`config.mk`:
```
export PLATFORM = sky130hd
export DESIGN_NAME = tele_receiver
export DESIGN_NICKNAME = d
export VERILOG_FILES = /design/src/rtl/tele_receiver.sv
export SDC_FILE = /design/constraint.sdc
export NUM_CORES = 1
export LEC_CHECK = 0
export CAP_MARGIN = 10
export CORE_MARGIN = 2
export CORE_UTILIZATION = 50
export DETAILED_ROUTE_END_ITERATION = 16
export GPL_ROUTABILITY_DRIVEN = 0
export HOLD_SLACK_MARGIN = 0.02
export PLACE_DENSITY = 0.74
export SYNTH_ARGS = -nofsm -noshare
export SYNTH_HDL_FRONTEND = slang
export SYNTH_SLANG_ARGS = --single-unit
```
`constraint.sdc`:
```
create_clock -name clk -period 10.1 [get_ports clk]
set_input_delay 1.01 -clock clk [delete_from_list [all_inputs] [get_ports clk]]
set_output_delay 1.01 -clock clk [all_outputs]
set_load 0.05 [all_outputs]
```
`src/rtl/tele_receiver.sv`:
```
// tele_receiver: line-side monitor for the tele exchange. Decodes the ASCII
// status string, recovers talk-phase characters into a receive FIFO tagged
// with sender direction, and cross-checks the ASCII-hex bill at call end.
//
// state      | meaning
// IDLE       | no call on the line
// RINGING    | call offered, waiting for answer
// REJECTED   | call refused by callee
// CALLER     | talk phase, caller sending
// CALLEE     | talk phase, callee sending
// COST       | call over, bill presented on sentMsg
// UNKNOWN    | status string matched none of the above
module tele_receiver #(
  parameter int FIFO_DEPTH = 16
) (
  input  logic        clk,
  input  logic        rst,
  input  logic [63:0] statusMsg,
  input  logic [63:0] sentMsg,
  input  logic [31:0] cost,
  input  logic        rxReady,
  output logic        rxValid,
  output logic [7:0]  rxData,
  output logic        rxFromCallee,
  output logic [2:0]  lineState,
  output logic        callDone,
  output logic [31:0] billedCost,
  output logic [31:0] callCost,
  output logic        costMatch,
  output logic        hexErr,
  output logic        tariffErr,
  output logic        fifoOverflow,
  output logic        statusErr,
  output logic [15:0] callCount
);

  localparam int AW = $clog2(FIFO_DEPTH);
  localparam logic [AW:0] DEPTH_C = (AW + 1)'(FIFO_DEPTH);

  typedef enum logic [2:0] {
    ST_IDLE     = 3'd0,
    ST_RINGING  = 3'd1,
    ST_REJECTED = 3'd2,
    ST_CALLER   = 3'd3,
    ST_CALLEE   = 3'd4,
    ST_COST     = 3'd5,
    ST_UNKNOWN  = 3'd7
  } line_t;

  line_t       state_q, state_d;
  logic [31:0] prev_cost;
  logic [31:0] start_cost;

  // state register: the decoded status delayed by one cycle doubles as prevState
  always_ff @(posedge clk or negedge rst) begin
    if (!rst) begin
      state_q   <= ST_IDLE;
      prev_cost <= '0;
    end else begin
      state_q   <= state_d;
      prev_cost <= cost;
    end
  end

  // next state is simply the exact decode of the current status string
  always_comb begin
    state_d = ST_UNKNOWN;
    case (statusMsg)
      "IDLE    ": state_d = ST_IDLE;
      "RINGING ": state_d = ST_RINGING;
      "REJECTED": state_d = ST_REJECTED;
      "CALLER  ": state_d = ST_CALLER;
      "CALLEE  ": state_d = ST_CALLEE;
      "COST    ": state_d = ST_COST;
      default:    state_d = ST_UNKNOWN;
    endcase
  end

  assign lineState = state_q;

  // Direction comes from the previous state: a char 127 flips the exchange
  // state on the same edge that charges it.
  logic        talk, push, is_callee, is_digit, tariff_bad;
  logic [7:0]  ch;
  logic [31:0] delta, req_delta;
  logic        call_start, call_end;

  assign talk       = (state_q == ST_CALLER) || (state_q == ST_CALLEE);
  assign is_callee  = (state_q == ST_CALLEE);
  assign ch         = sentMsg[7:0];
  assign push       = talk && (cost != prev_cost);
  assign delta      = cost - prev_cost;
  assign is_digit   = (ch >= 8'd48) && (ch <= 8'd57);
  assign req_delta  = is_digit ? 32'd1 : 32'd2;
  assign tariff_bad = push && (delta != req_delta);
  assign call_start = (state_q == ST_IDLE) && (state_d == ST_RINGING);
  assign call_end   = (state_q == ST_COST) && (state_d == ST_IDLE);

  logic [31:0] bill_val;
  logic        bill_bad;
  logic [7:0]  bill_byte, bill_off;
  logic [3:0]  bill_nib;

  // ASCII-hex bill to binary; byte [63:56] is the most significant nibble
  always_comb begin
    bill_val  = '0;
    bill_bad  = 1'b0;
    bill_byte = '0;
    bill_off  = '0;
    bill_nib  = '0;
    for (int i = 0; i < 8; i++) begin
      bill_byte = sentMsg[i*8 +: 8];
      bill_off  = '0;
      bill_nib  = '0;
      if (bill_byte >= 8'd48 && bill_byte <= 8'd57) begin
        bill_off = bill_byte - 8'd48;
        bill_nib = bill_off[3:0];
      end else if (bill_byte >= 8'd65 && bill_byte <= 8'd70) begin
        bill_off = bill_byte - 8'd55;
        bill_nib = bill_off[3:0];
      end else begin
        bill_bad = 1'b1;
      end
      bill_val[i*4 +: 4] = bill_nib;
    end
  end

  // call bookkeeping: start latch, sticky flags and registered bill results
  always_ff @(posedge clk or negedge rst) begin
    if (!rst) begin
      start_cost <= '0;
      callDone   <= 1'b0;
      billedCost <= '0;
      callCost   <= '0;
      costMatch  <= 1'b0;
      hexErr     <= 1'b0;
      tariffErr  <= 1'b0;
      statusErr  <= 1'b0;
      callCount  <= '0;
    end else begin
      callDone <= call_end;
      if (call_start) begin
        start_cost <= cost;
        tariffErr  <= 1'b0;
        hexErr     <= 1'b0;
      end
      if (tariff_bad)
        tariffErr <= 1'b1;
      if (call_end) begin
        billedCost <= bill_val;
        callCost   <= cost - start_cost;
        costMatch  <= (bill_val == cost);
        hexErr     <= bill_bad;
        callCount  <= callCount + 16'd1;
      end
      if (state_d == ST_UNKNOWN)
        statusErr <= 1'b1;
    end
  end

  logic [8:0]    mem [FIFO_DEPTH];
  logic [AW-1:0] wr_ptr, rd_ptr;
  logic [AW:0]   count;
  logic          full, pop, wr_en, drop;

  assign full    = (count == DEPTH_C);
  assign rxValid = (count != '0);
  assign pop     = rxValid && rxReady;
  assign wr_en   = push && (!full || pop);
  assign drop    = push && full && !pop;

  assign rxData       = rxValid ? mem[rd_ptr][7:0] : 8'd0;
  assign rxFromCallee = rxValid ? mem[rd_ptr][8]   : 1'b0;

  // receive FIFO; a full FIFO still accepts a push when the head pops that cycle
  always_ff @(posedge clk or negedge rst) begin
    if (!rst) begin
      for (int i = 0; i < FIFO_DEPTH; i++)
        mem[i] <= '0;
      wr_ptr <= '0;
      rd_ptr <= '0;
      count  <= '0;
    end else begin
      if (wr_en) begin
        mem[wr_ptr] <= {is_callee, ch};
        wr_ptr      <= wr_ptr + 1'b1;
      end
      if (pop)
        rd_ptr <= rd_ptr + 1'b1;
      case ({wr_en, pop})
        2'b10:   count <= count + 1'b1;
        2'b01:   count <= count - 1'b1;
        default: count <= count;
      endcase
    end
  end

  // overflow flag lives for one call and is cleared when the next call rings
  always_ff @(posedge clk or negedge rst) begin
    if (!rst)
      fifoOverflow <= 1'b0;
    else if (call_start)
      fifoOverflow <= 1'b0;
    else if (drop)
      fifoOverflow <= 1'b1;
  end

endmodule

```
# --- Word level (Yosys, flattened, before mapping) ---
# Index checks and enable logic that the tools add are counted.
# Widths: inputs -> output; s select.
word_totals:
  register_bits: 310
  output_inout_bits: 99
classes:
  n_addsub: 23
  order_cmp: 35
  n_eq_ne: 17
  muxes: 48
  bitwise_logic: 2
  n_reduce_logical: 36
op_table:
  columns: ["cell", "count"]
  rows:
  - ["$eq 64x63->1 const B", 6]
  - ["$bwmux 144", 1]
  - ["$ge 8x6->1 const B", 8]
  - ["$ge 8x7->1 const B", 8]
  - ["$le 8x6->1 const B", 8]
  - ["$le 8x7->1 const B", 8]
  - ["$mux 4", 16]
  - ["$sub 32x32->32", 2]
  - ["$bmux 9 s4", 1]
  - ["$demux 9 s4", 1]
  - ["$eq 32x32->1", 1]
  - ["$ne 32x2->1", 1]
  - ["$ne 32x32->1", 1]
  - ["$sub 4x1->4 const B", 8]
  - ["$sub 4x3->4 const B", 8]
  - ["$mux 9", 3]
  - ["$logic_and 1x1->1", 25]
  - ["$mux 1", 22]
  - ["$pmux 3 s6", 1]
  - ["$add 16x1->16 const B", 1]
  - ["$ge 5x5->1 const B", 2]
  - ["$not 4->5", 2]
  - ["$pmux 5 s2", 1]
  - ["$eq 3x3->1 const B", 3]
  - ["16 further kinds", 23]

# --- Logic depth before layout (Yosys ltp) ---
logic_depth:
  ltp_word: 19
  mapped_depth: 19
  depth_no_buf: 16

# --- Least setup slack after synthesis ---
# Ideal clock, no wire load.
synth_timing:
  kind: "input to register"
  start: "in cost[0]"
  end: "reg tariffErr"
  setup_time_ps: 137
  arrival_ps: 3992
  required_ps: 9963
  setup_slack_ps: 5971
  cell_stages: 14
  n_path_buf: 0
  path_cell_list: "inv_1 > ha_1 > inv_1 > fa_1 > a211oi_1 > o211ai_1 > a31oi_1 > o21ai_0 > a211oi_1 > o21ai_0 > a211oi_1 > nand4_1 > a2111oi_1 > a21oi_1"
synth_via:
  elab_chain_len: 4
  elab_cells_between_ends: 7
  classes_between: "1 x add/sub; 2 x eq/ne; 1 x mux; 3 x reduce/logical"
synth_lines:
  columns: ["element", "line", "rtl"]
  rows:
  - ["start: declaration", "20", "input logic [31:0] cost,"]
  - ["$sub 32x32->32 / $ne 32x32->1 (equally long branches)", "92, 91", null]
  - ["$ne 32x2->1 / $logic_and 1x1->1 (equally long branches)", "95, 91", null]
  - ["$logic_and 1x1->1 *", "95", "assign tariff_bad = push && (delta != req_delta);"]
  - ["$mux 1 / $reduce_bool 2->1 (equally long branches)", null, null]
  - ["end signal: assignment", "137", "tariffErr <= 1'b0;"]
  - ["end signal: assignment", "144", "tariffErr <= 1'b0;"]
  - ["end signal: assignment", "148", "tariffErr <= 1'b1;"]
  - ["end: declaration", "31", "output logic tariffErr,"]
# Every way passes the cells marked *; elsewhere a longest branch is shown, timed or not.
# A chain may end at the register's enable or synchronous reset.

# --- Worst setup path in the final report ---
# Ends and elaborated chain as after synthesis.

==> metrics <==
cts repair resizes 0; Tightest Pin Transition 1058 ps; Syn. warnings 0; Crit Path Max Fanout 4; Slew HR 29.29%; CTS Hold Buffers Added 0; sequential share of the synthesized area 42.49%; Slowest-stage cell, CP a211oi_1; clk sinks 310; PnR worst setup slack 5277 ps; largest net degree at the start of global routing 108; post-synthesis mux area share 12.65%; global-route wire length before repair 83480 um; vias per cell 5.951; Flop pwr share 40.8%; RSZ-0062 raised after global routing false; Avg Cell Area, Syn 10.09 um2; syn_nets 2072; most used cell along the critical path a211oi_1; longest individual stage delay on the worst path 560 ps; placed wire-length estimate 38840 um; htree depth 2; Worst-Skew Late Latency 540 ps; GRT Total Usage 27.74%; static leakage power 0.01014 uW; cell row count 69; share of cells above drive strength 1 13.04%; antenna diode count 0; number of fill cells 2962; maxcap violations 0; worst-path cell chain clkdlybuf4s50_1 -> inv_1 -> ha_1 -> inv_1 -> fa_1 -> a211oi_1 -> o211ai_1 -> a31oi_1 -> o21ai_0 -> a211oi_1 -> o21ai_0 -> a211oi_1 -> nand4_1 -> a2111oi_1 -> a21oi_1; Remaining Overflow, GRT 0; synth unique cells 88; synthesized cell area 0.01826 mm2; simple logic cell fraction of the synthesized area 15.33%; Max Clock Freq 207.3 MHz; main combinational cell family by area after synthesis simple AND/OR/NAND/NOR gates; Net Sw Frac 27.80%; critical path capture point type flop; Req. time, crit path 10500 ps; DR vias 14979; setup tns final 0 ps; fraction of registers with async set or reset after synthesis 100.0%; post-route minimum period 4823 ps; worst setup path class in -> reg; Post-Synth Adder-Cell Area 6.908%; Comb pwr share 17.9%; period utilization 47.75%; port bufs 261; die height 195.1 um; deepest clock path buffer count 3; vias in the first global route 15258; delay-heaviest family, CP compound AO/OA/AOI/OAI gates; # IOs 262; Clock power frac 41.3%; Int Pwr 2314 uW; Cells after Synth 1810; Root Driver clkbuf_16; CP arrival 5220 ps; initial antenna violation count 0; clk slew on worst S/H paths 60 ps; First-pass DRT Iterations 5; clk_skew 38.74 ps; worst slack, placed 4848 ps; ys flop type dfrtp_1; Hold Fails Final Rpt 0; Core Region 0.03574 mm2; Num CTS Buffers 36; Final #Nets 2297; Avg WL per Cell 20.82 um; Initial Util 51.08%; final setup violation count 0; Post-synth EDFFs 0; PD cells 143.1 mW/mm2; post-route ant nets 0; Hold Path Class reg -> reg; startpoint types primary input; final wirelength 52400 um; #FFs+latches synth 310; die area 0.03806 mm2; CTS tree done; initial DRC count 1120; Die Width 195.1 um; Synth Area in XOR/XNOR 4.797%; drt drc 0; P&R area growth vs syn 22.66%; NetSw 890.9 uW; Post-CTS Setup Bufs 0; Synth Area in Compound Gates 13.53%; status completed; Buffers & Inverters on Critical Path 3; worst vdd rail ir drop 112.5 uV; Final Slew Violations 0
==> synthesized netlist by cell type (all sizes together) (11+ instances only) <==
master   count  area (um2)
nand4       38       237.7
buf         15       60.06
nand3       39       195.2
o21ai      190       950.9
ha          96        1201
mux4        45        1013
a21oi       69       345.3
and4        11       97.59
mux2       108        1216
nor2        58       217.7
a31oi       13       81.33
clkbuf      73       295.3
and3        11       70.07
xor2        49       429.2
inv        108       405.4
nor4        30       193.9
a2111oi     11       98.85
nor3        17       90.09
a21o        33       252.7
nand2      210       788.3
dfrtp      310        7757
nor2b       28       175.2
xnor2       51       446.7
nand2b      16       100.1
o21bai      15       112.6
==> metal layers <==
metal / wire length (um) / track usage [%] / share of wire, %
met1: 21980 / 35.77 / 42
met2: 24770 / 45.93 / 47
met3: 3447 / 5.492 / 6.6
met4: 2208 / 11.48 / 4.2
met5: 0 / 0 / 0
==> state kept, by name (all words and copies together), names as in the netlist <==
signal and flops:
wr_ptr 4, lineState 3, start_cost 32, callCount 16, prev_cost 32, tariffErr 1, hexErr 1, mem 144
costMatch 1, rd_ptr 4, callCost 32, count 5, statusErr 1, billedCost 32, callDone 1, fifoOverflow 1
==> cells in the final DEF (no fill, tap or decap), types with 28 or more instances in the layout <==
cell type	n
dfrtp_1	309
clkdlybuf4s50_1	260
nand2_1	210
o21ai_0	190
inv_1	108
mux2_2	108
ha_1	96
a21oi_1	69
nor2_1	58
xnor2_1	51
xor2_1	49
mux4_2	45
nand3_1	39
nand4_1	38
clkbuf_16	36
a21o_1	29
nor4_1	28
nor2b_1	28
==> worst paths after layout <==
check,from,end,slack [ps],depth (start not counted)
max,cost[0],tariffErr$_DFFE_PN0P_,5280,15
min,callCount[15]$_DFFE_PN0P_,callCount[15]$_DFFE_PN0P_,480,1
max reg2reg,prev_cost[0]$_DFF_PN0_,tariffErr$_DFFE_PN0P_,6080,13
min reg2reg,callCount[15]$_DFFE_PN0P_,callCount[15]$_DFFE_PN0P_,480,1
max in group asynchronous,rst,mem[74]$_DFFE_PN0P_,7980,2
min in group asynchronous,rst,callCost[9]$_DFFE_PN0P_,530,1
==> stage by stage <==
step | std cells | power, uW | hold WS (ps) | cell area [um2] | utilization, %
after global placement | 2458 | 1891 | 455.4 | 21210 | 59.34
after CTS | 2517 | 3224 | 476.3 | 22400 | 62.66
final | 2517 | 3205 | 476.1 | 22400 | 62.66
after global routing | 2517 | 3334 | 482.4 | 22400 | 62.66
after detailed placement | 2458 | 1904 | 466.1 | 21210 | 59.34
after floorplan | 1810 | 1684 | 444.6 | 18260 | -
==> logic make-up after synthesis <==
family / after synthesis
simple gates: 533
compound gates: 408
flops: 310
buf+inv: 199
mux: 161
xor+xnor: 100
fa+ha+maj: 99
==> layout make-up <==
| type | instances | area (um2) | area share (%) |
|---|---|---|---|
| Clock inverter | 12 | 205.2 | 0.9163 |
| Clock buffer | 47 | 982.2 | 4.386 |
| Sequential cell | 310 | 7759 | 34.64 |
| Tap cell | 461 | 576.8 | 2.576 |
| Timing Repair Buffer | 277 | 2738 | 12.22 |
| Inverter | 109 | 409.1 | 1.827 |
| Multi-Input combinational cell | 1301 | 9726 | 43.43 |
==> power groups by stage <==
stage               clock, uW  sequential, uW  combinational, uW
floorplan                   0            1300                381
global placement            0            1330                563
detailed placement          0            1330                574
CTS                      1340            1310                575
global route             1400            1310                627
finish                   1320            1310                574
Power figures use the tool's default switching activity.
